--- src/rtl/life_pkg.sv ---
// Shared types and the neighbour-count helper for the 8x8 Game of Life engine.
package life_pkg;

    localparam int GRID_W = 64;
    localparam int GRID_N = 8;

    typedef enum logic [1:0] {
        IDLE = 2'd0,
        RUN  = 2'd1,
        HALT = 2'd2
    } life_state_t;

    typedef enum logic [2:0] {
        CAUSE_NONE    = 3'd0,
        CAUSE_EXTINCT = 3'd1,
        CAUSE_STABLE  = 3'd2,
        CAUSE_OSC2    = 3'd3,
        CAUSE_LIMIT   = 3'd4
    } halt_cause_t;

    // Cells outside the 8x8 board are dead; the board does not wrap.
    function automatic logic [3:0] live_neighbours(input logic [GRID_W-1:0] g,
                                                   input int r, input int c);
        logic [3:0] n;
        n = '0;
        for (int dr = -1; dr <= 1; dr++) begin
            for (int dc = -1; dc <= 1; dc++) begin
                if ((dr != 0 || dc != 0) &&
                    r + dr >= 0 && r + dr < GRID_N &&
                    c + dc >= 0 && c + dc < GRID_N) begin
                    n = n + {3'b000, g[6'((r + dr) * GRID_N + (c + dc))]};
                end
            end
        end
        return n;
    endfunction

endpackage

--- src/rtl/life_datapath.sv ---
// Combinational next-generation block: applies the B3/S23 rule to every cell.
module datapath
    import life_pkg::*;
(
    input  logic [GRID_W-1:0] grid,
    output logic [GRID_W-1:0] grid_evolve
);

    always_comb begin
        grid_evolve = '0;
        for (int r = 0; r < GRID_N; r++) begin
            for (int c = 0; c < GRID_N; c++) begin
                grid_evolve[6'(r * GRID_N + c)] =
                    (live_neighbours(grid, r, c) == 4'd3) ||
                    (grid[6'(r * GRID_N + c)] && live_neighbours(grid, r, c) == 4'd2);
            end
        end
    end

endmodule

--- src/rtl/life_controller.sv ---
// Generation sequencer: load/run/step/halt control around the datapath.
// Optional period-2 oscillator detection is built when LIFE_PERIOD2_DETECT_EN is defined.
module life_controller
    import life_pkg::*;
#(
    parameter int                GEN_W   = 16,
    parameter logic [GEN_W-1:0]  GEN_MAX = '1
) (
    input  logic              clk,
    input  logic              reset,
    input  logic [GRID_W-1:0] seed,
    input  logic              load,
    input  logic              start,
    input  logic              stop,
    input  logic              step,
    input  logic              tick,
    output logic [GRID_W-1:0] grid,
    output logic [GEN_W-1:0]  gen_count,
    output logic              running,
    output logic              halted,
    output logic [2:0]        halt_cause
);

    life_state_t state, state_next;
    halt_cause_t cause, cause_next;
    logic [GRID_W-1:0] evolve;
    logic do_load, do_update;

`ifdef LIFE_PERIOD2_DETECT_EN
    logic [GRID_W-1:0] prev_grid;
    logic              prev_valid;
`endif

    datapath u_datapath (
        .grid        (grid),
        .grid_evolve (evolve)
    );

    // Pulse priority is stop > load > start > step; reset is handled in the register block.
    always_comb begin
        state_next = state;
        cause_next = cause;
        do_load    = 1'b0;
        do_update  = 1'b0;
        case (state)
            IDLE: begin
                if (stop) begin
                    state_next = IDLE;
                end else if (load) begin
                    do_load = 1'b1;
                end else if (start) begin
                    state_next = RUN;
                end else if (step) begin
                    do_update = 1'b1;
                end
            end
            RUN: begin
                if (stop) begin
                    state_next = IDLE;
                end else if (load) begin
                    do_load    = 1'b1;
                    state_next = IDLE;
                end else if (tick) begin
                    if (grid == '0) begin
                        state_next = HALT;
                        cause_next = CAUSE_EXTINCT;
                    end else if (evolve == grid) begin
                        state_next = HALT;
                        cause_next = CAUSE_STABLE;
`ifdef LIFE_PERIOD2_DETECT_EN
                    end else if (prev_valid && evolve == prev_grid) begin
                        state_next = HALT;
                        cause_next = CAUSE_OSC2;
`endif
                    end else if (gen_count == GEN_MAX) begin
                        state_next = HALT;
                        cause_next = CAUSE_LIMIT;
                    end else begin
                        do_update = 1'b1;
                    end
                end
            end
            HALT: begin
                if (stop) begin
                    state_next = IDLE;
                    cause_next = CAUSE_NONE;
                end else if (load) begin
                    do_load    = 1'b1;
                    state_next = IDLE;
                    cause_next = CAUSE_NONE;
                end else if (start) begin
                    state_next = RUN;
                    cause_next = CAUSE_NONE;
                end else if (step) begin
                    do_update = 1'b1;
                end
            end
            default: begin
                state_next = IDLE;
                cause_next = CAUSE_NONE;
            end
        endcase
    end

    always_ff @(posedge clk) begin
        if (reset) begin
            state     <= IDLE;
            cause     <= CAUSE_NONE;
            grid      <= '0;
            gen_count <= '0;
        end else begin
            state <= state_next;
            cause <= cause_next;
            if (do_load) begin
                grid      <= seed;
                gen_count <= '0;
            end else if (do_update) begin
                grid      <= evolve;
                gen_count <= (gen_count == '1) ? gen_count : gen_count + GEN_W'(1);
            end
        end
    end

`ifdef LIFE_PERIOD2_DETECT_EN
    always_ff @(posedge clk) begin
        if (reset) begin
            prev_grid  <= '0;
            prev_valid <= 1'b0;
        end else if (do_load) begin
            prev_valid <= 1'b0;
        end else if (do_update) begin
            prev_grid  <= grid;
            prev_valid <= 1'b1;
        end
    end
`endif

    assign running    = (state == RUN);
    assign halted     = (state == HALT);
    assign halt_cause = cause;

endmodule

--- config.mk ---
export PLATFORM = sky130hd
export DESIGN_NAME = life_controller
export DESIGN_NICKNAME = d
export VERILOG_FILES = /design/src/rtl/life_pkg.sv /design/src/rtl/life_datapath.sv /design/src/rtl/life_controller.sv
export SDC_FILE = /design/constraint.sdc
export NUM_CORES = 1
export LEC_CHECK = 0
export CAP_MARGIN = 20
export CORE_MARGIN = 10
export CORE_UTILIZATION = 58
export DETAILED_ROUTE_END_ITERATION = 10
export GPL_TIMING_DRIVEN = 0
export PLACE_DENSITY = 0.88
export SKIP_LAST_GASP = 1
export SYNTH_ARGS = -nofsm -noshare
export SYNTH_HDL_FRONTEND = slang
export SYNTH_HIERARCHICAL = 1
export SYNTH_SLANG_ARGS = --single-unit
--- constraint.sdc ---
create_clock -name clk -period 10.16 [get_ports clk]
set_clock_uncertainty 0.2 [all_clocks]
set_input_delay 1.524 -clock clk [delete_from_list [all_inputs] [get_ports clk]]
set_output_delay 1.524 -clock clk [all_outputs]
set_load 0.05 [all_outputs]
==> flow_metrics.py <==
metrics = {
    "run_status": {
        "status": "finished, final reports clean",
    },
    "synth": {
        "seq_cells_post_synth": 85,
        "post_synth_main_area_contributors": "sky130_fd_sc_hd__dfxtp_1 22%, sky130_fd_sc_hd__fa_1 18%, sky130_fd_sc_hd__mux2i_1 8.5%",
        "synth-main-ff-cell": "sky130_fd_sc_hd__dfxtp_1",
        "post_synth_inst_count": 882,
        "synth_enable_flop_cells": 0,
        "ys.warnings.count": 6,
        "mappedNetlistArea_um2": 7900,
        "post-synth-top-area-cell": "sky130_fd_sc_hd__dfxtp_1",
        "synth_largest_type_area_fraction": 0.215,
        "synth.avg_cell_area_um2": 8.95,
        "yosysUniqueCellTypes": 42,
        "synth_seq_area_share": 0.215,
        "postSynth.asyncResetShare": 0,
    },
    "die": {
        "die-area_um2": 18700,
        "core_um2": 13300,
        "io-pin-count": 156,
        "y_dimension_of_the_die_um": 137,
        "std_cell_rows": 42,
        "initial_core_utilization": 0.594,
        "die_width_um": 137,
    },
    "worst_setup_path": {
        "crit_end": "gen_count[11]",
        "kind_of_start_point_of_the_critical_path": "flop",
        "crit_arrival_ns": 6.60,
        "worstRegToRegCells": 18,
        "startpoint_of_the_most_critical_setup_path": "grid[10]",
        "rr_endpoint": "gen_count[11]",
        "reg_to_reg_start": "grid[10]",
        "critPathCaptureType": "flop",
        "timing.critical_path.required_ns": 10.25,
        "setup.reg_to_reg.worst_slack_ns": 3.65,
        "criticalPathCategory": "flop to flop",
        "path_max_fanout": 10,
    },
    "clocking": {
        "cts_htree_levels": 3,
        "numCtsBuffers": 9,
        "bufs_on_longest_clock_path": 2,
        "clk_pin_slew_ns": 0.07,
        "post-cts-setup-buffer-count": 0,
        "tritoncts_clock_tree": "yes",
        "clk-insertion-delay-late_ns": 0.36,
        "post_cts_resized": 0,
        "ctsRootBufferMaster": "sky130_fd_sc_hd__clkbuf_16",
        "ctsHoldBuffers": 0,
        "cts.sink_count": 85,
    },
    "global_route": {
        "globalRouteOverflowTotal": 0,
        "gr-usage-all-layers": 0.269,
        "grt_first_pass_wirelength_um": 39500,
        "largest_net_degree_at_the_start_of_global_routing": 16,
        "use_met3": 0.0671,
        "layer_with_the_highest_usage": "met2",
        "grt_pass1_vias": 7533,
        "global_route.usage.met1": 0.333,
        "antenna_found_initial": 0,
        "gr-usage-met2": 0.433,
    },
    "power_and_ir_drop": {
        "power.total_w": 0.00134,
        "vdd.ir_drop.worst_v": 0.0000962,
        "p_leak_nw": 4.48,
        "p_per_area_nw_per_um2": 132,
    },
    "routing": {
        "drt_wl_total_um": 25400,
        "ant_nets": 0,
        "vias_per_cell": 5.92,
        "drt_first_iter_violations": 863,
        "detail_route.first_pass.iterations": 6,
        "via_count": 7499,
        "routedWlPerCell_um": 20.1,
        "remaining_drc_errors": 0,
    },
    "cells_and_area": {
        "nFillCells": 876,
        "layout.nets": 1274,
        "area_growth_pct": 28.3,
        "diodes": 0,
        "post-route-cell-area_um2": 10100,
        "post_route_cells_drive_above_1_share": 0.0633,
    },
    "sta": {
        "hold_viol": 0,
        "sum_of_negative_setup_slack_ns": 0,
        "timing.fmax_ghz": 0.154,
        "finalCriticalPeriod_ns": 6.51,
        "fin_hold_ws_ns": 0.268,
        "post-route-worst-setup-slack_ns": 3.65,
        "slew_of_the_pin_with_the_lowest_slew_margin_ns": 0.739,
        "unrepaired_setup_endpoints_after_global_routing": "no",
        "slew-limit-headroom": 0.503,
        "final_max_slew_viol_count": 0,
        "setup_violations": 0,
        "post-route-period-util": 0.641,
    },
    "flow_run": {
        "max_cap_violations": 0,
    },
    "placement": {
        "post-dp-hpwl_um": 19300,
        "placement.io_buffers": 154,
        "placement.cell_area_um2": 9800,
        "dpl_ws_ns": 3.87,
        "gp_routability_congestion": 0.959,
    },
    "min_path": {
        "hold_crit_class": "flop to flop",
    },
}
==> synth_stat cells (2+ instances only) <==
master,instances
sky130_fd_sc_hd__inv_1,102
sky130_fd_sc_hd__dfxtp_1,85
sky130_fd_sc_hd__nor2_1,84
sky130_fd_sc_hd__fa_1,70
sky130_fd_sc_hd__mux2i_1,67
sky130_fd_sc_hd__a211oi_1,64
sky130_fd_sc_hd__xor2_1,64
sky130_fd_sc_hd__ha_1,48
sky130_fd_sc_hd__buf_4,44
sky130_fd_sc_hd__a21oi_1,39
sky130_fd_sc_hd__nor4_1,33
sky130_fd_sc_hd__clkbuf_1,27
sky130_fd_sc_hd__o21ai_0,23
sky130_fd_sc_hd__nand3_1,19
sky130_fd_sc_hd__nand4_1,16
sky130_fd_sc_hd__nand2_1,12
sky130_fd_sc_hd__nor3b_1,10
sky130_fd_sc_hd__or3_1,10
sky130_fd_sc_hd__nand2b_1,7
sky130_fd_sc_hd__nor3_1,7
sky130_fd_sc_hd__or2_1,7
sky130_fd_sc_hd__and3_1,6
sky130_fd_sc_hd__nor2b_1,6
sky130_fd_sc_hd__a31oi_1,3
sky130_fd_sc_hd__buf_6,3
sky130_fd_sc_hd__o31ai_1,3
sky130_fd_sc_hd__or2_0,3
sky130_fd_sc_hd__and2_1,2
sky130_fd_sc_hd__buf_2,2
sky130_fd_sc_hd__conb_1,2
sky130_fd_sc_hd__nand3b_1,2
sky130_fd_sc_hd__o211ai_1,2
==> state kept, by name, indices dropped and copies added, names as in the netlist <==
name and count:
grid 64, halt_cause 3, gen_count 16, state 2
==> layout by cell type, fill, tap and decap left out, types with 7 or more instances in the layout <==
cell / synthesis / final
sky130_fd_sc_hd__a21oi_1: 39 / 39
sky130_fd_sc_hd__nand3_1: 19 / 19
sky130_fd_sc_hd__nor4_1: 33 / 33
sky130_fd_sc_hd__or2_1: 7 / 7
sky130_fd_sc_hd__dfxtp_1: 85 / 85
sky130_fd_sc_hd__nor3_1: 7 / 7
sky130_fd_sc_hd__o21ai_0: 23 / 23
sky130_fd_sc_hd__a211oi_1: 64 / 64
sky130_fd_sc_hd__fa_1: 70 / 70
sky130_fd_sc_hd__mux2i_1: 67 / 67
sky130_fd_sc_hd__nor2_1: 84 / 84
sky130_fd_sc_hd__clkdlybuf4s50_1: 0 / 154
sky130_fd_sc_hd__nand4_1: 16 / 16
sky130_fd_sc_hd__clkbuf_1: 27 / 27
sky130_fd_sc_hd__nor3b_1: 10 / 10
sky130_fd_sc_hd__inv_1: 102 / 102
sky130_fd_sc_hd__xor2_1: 64 / 64
sky130_fd_sc_hd__ha_1: 48 / 48
sky130_fd_sc_hd__clkbuf_16: 0 / 9
sky130_fd_sc_hd__or3_1: 10 / 10
sky130_fd_sc_hd__nand2_1: 12 / 12
sky130_fd_sc_hd__conb_1: 2 / 40
sky130_fd_sc_hd__nand2b_1: 7 / 7
sky130_fd_sc_hd__buf_4: 44 / 44
==> metal layers <==
metal	share of wire	up-vias
met4	0.041	0
met2	0.47	456
met1	0.39	3590
met3	0.10	85
li1	-	3368
met5	0	-
==> metrics by stage <==
step / instances / utilization
2_1_floorplan: 920 / -
3_3_place_gp: 1250 / 0.737
5_1_grt: 1266 / 0.762
3_5_place_dp: 1250 / 0.737
4_1_cts: 1266 / 0.762
6_report: 1266 / 0.762
==> kinds of logic after synthesis <==
kind of cell    Yosys count  synth area share
simple gates            229             0.151
buf+inv                 178             0.109
compound gates          139             0.115
fa+ha+maj               118             0.253
flops                    85             0.215
mux                      67            0.0849
xor+xnor                 64            0.0710
other cells               2          0.000951
==> cell type report <==
cell class / count / area, um^2 / area share
clock buffers: 10 / 239 / 0.0236
multi-input cells: 657 / 5480 / 0.541
inverters: 102 / 383 / 0.0378
flip-flops and latches: 85 / 1700 / 0.168
well taps: 176 / 220 / 0.0217
clock inverters: 6 / 93.8 / 0.00926
repair buffers: 154 / 1540 / 0.152
plain buffers: 76 / 475 / 0.0469
==> critical path: stages (launching register included) <==
cell and delay [ns]:
sky130_fd_sc_hd__dfxtp_1 0.73, sky130_fd_sc_hd__inv_1 0.30, sky130_fd_sc_hd__fa_1 0.61, sky130_fd_sc_hd__fa_1 0.43, sky130_fd_sc_hd__fa_1 0.51, sky130_fd_sc_hd__inv_1 0.05, sky130_fd_sc_hd__ha_1 0.21, sky130_fd_sc_hd__fa_1 0.48
sky130_fd_sc_hd__o21ai_0 0.11, sky130_fd_sc_hd__a21oi_1 0.23, sky130_fd_sc_hd__xor2_1 0.13, sky130_fd_sc_hd__nor4_1 0.46, sky130_fd_sc_hd__nand4_1 0.23, sky130_fd_sc_hd__nor4_2 0.63, sky130_fd_sc_hd__o31a_2 0.38, sky130_fd_sc_hd__buf_2 0.25
sky130_fd_sc_hd__buf_2 0.24, sky130_fd_sc_hd__o21ai_0 0.13, sky130_fd_sc_hd__a21oi_1 0.13
==> report_power, final <==
group	total (W)	switching [W]	internal, W
Clock	0.000386	0.000161	0.000225
Combinational	0.000554	0.000332	0.000222
Sequential	0.000396	0.0000431	0.000353
Total	0.00134	0.000537	0.000800
==> how the worst min path moves through the flow <==
| stage | startpoint | end | slack (ns) | cells past startpoint |
|---|---|---|---|---|
| 2_1_floorplan | state[1] | state[0] | 0.36 | 3 |
| 3_3_place_gp | halt_cause[1] | halt_cause[1] | 0.25 | 2 |
| 3_5_place_dp | halt_cause[1] | halt_cause[1] | 0.26 | 2 |
| 4_1_cts | halt_cause[1] | halt_cause[1] | 0.27 | 2 |
| 5_1_grt | halt_cause[1] | halt_cause[1] | 0.29 | 2 |
| 6_report | halt_cause[1] | halt_cause[1] | 0.27 | 2 |
Note: power is estimated with default switching activity, not from simulation.
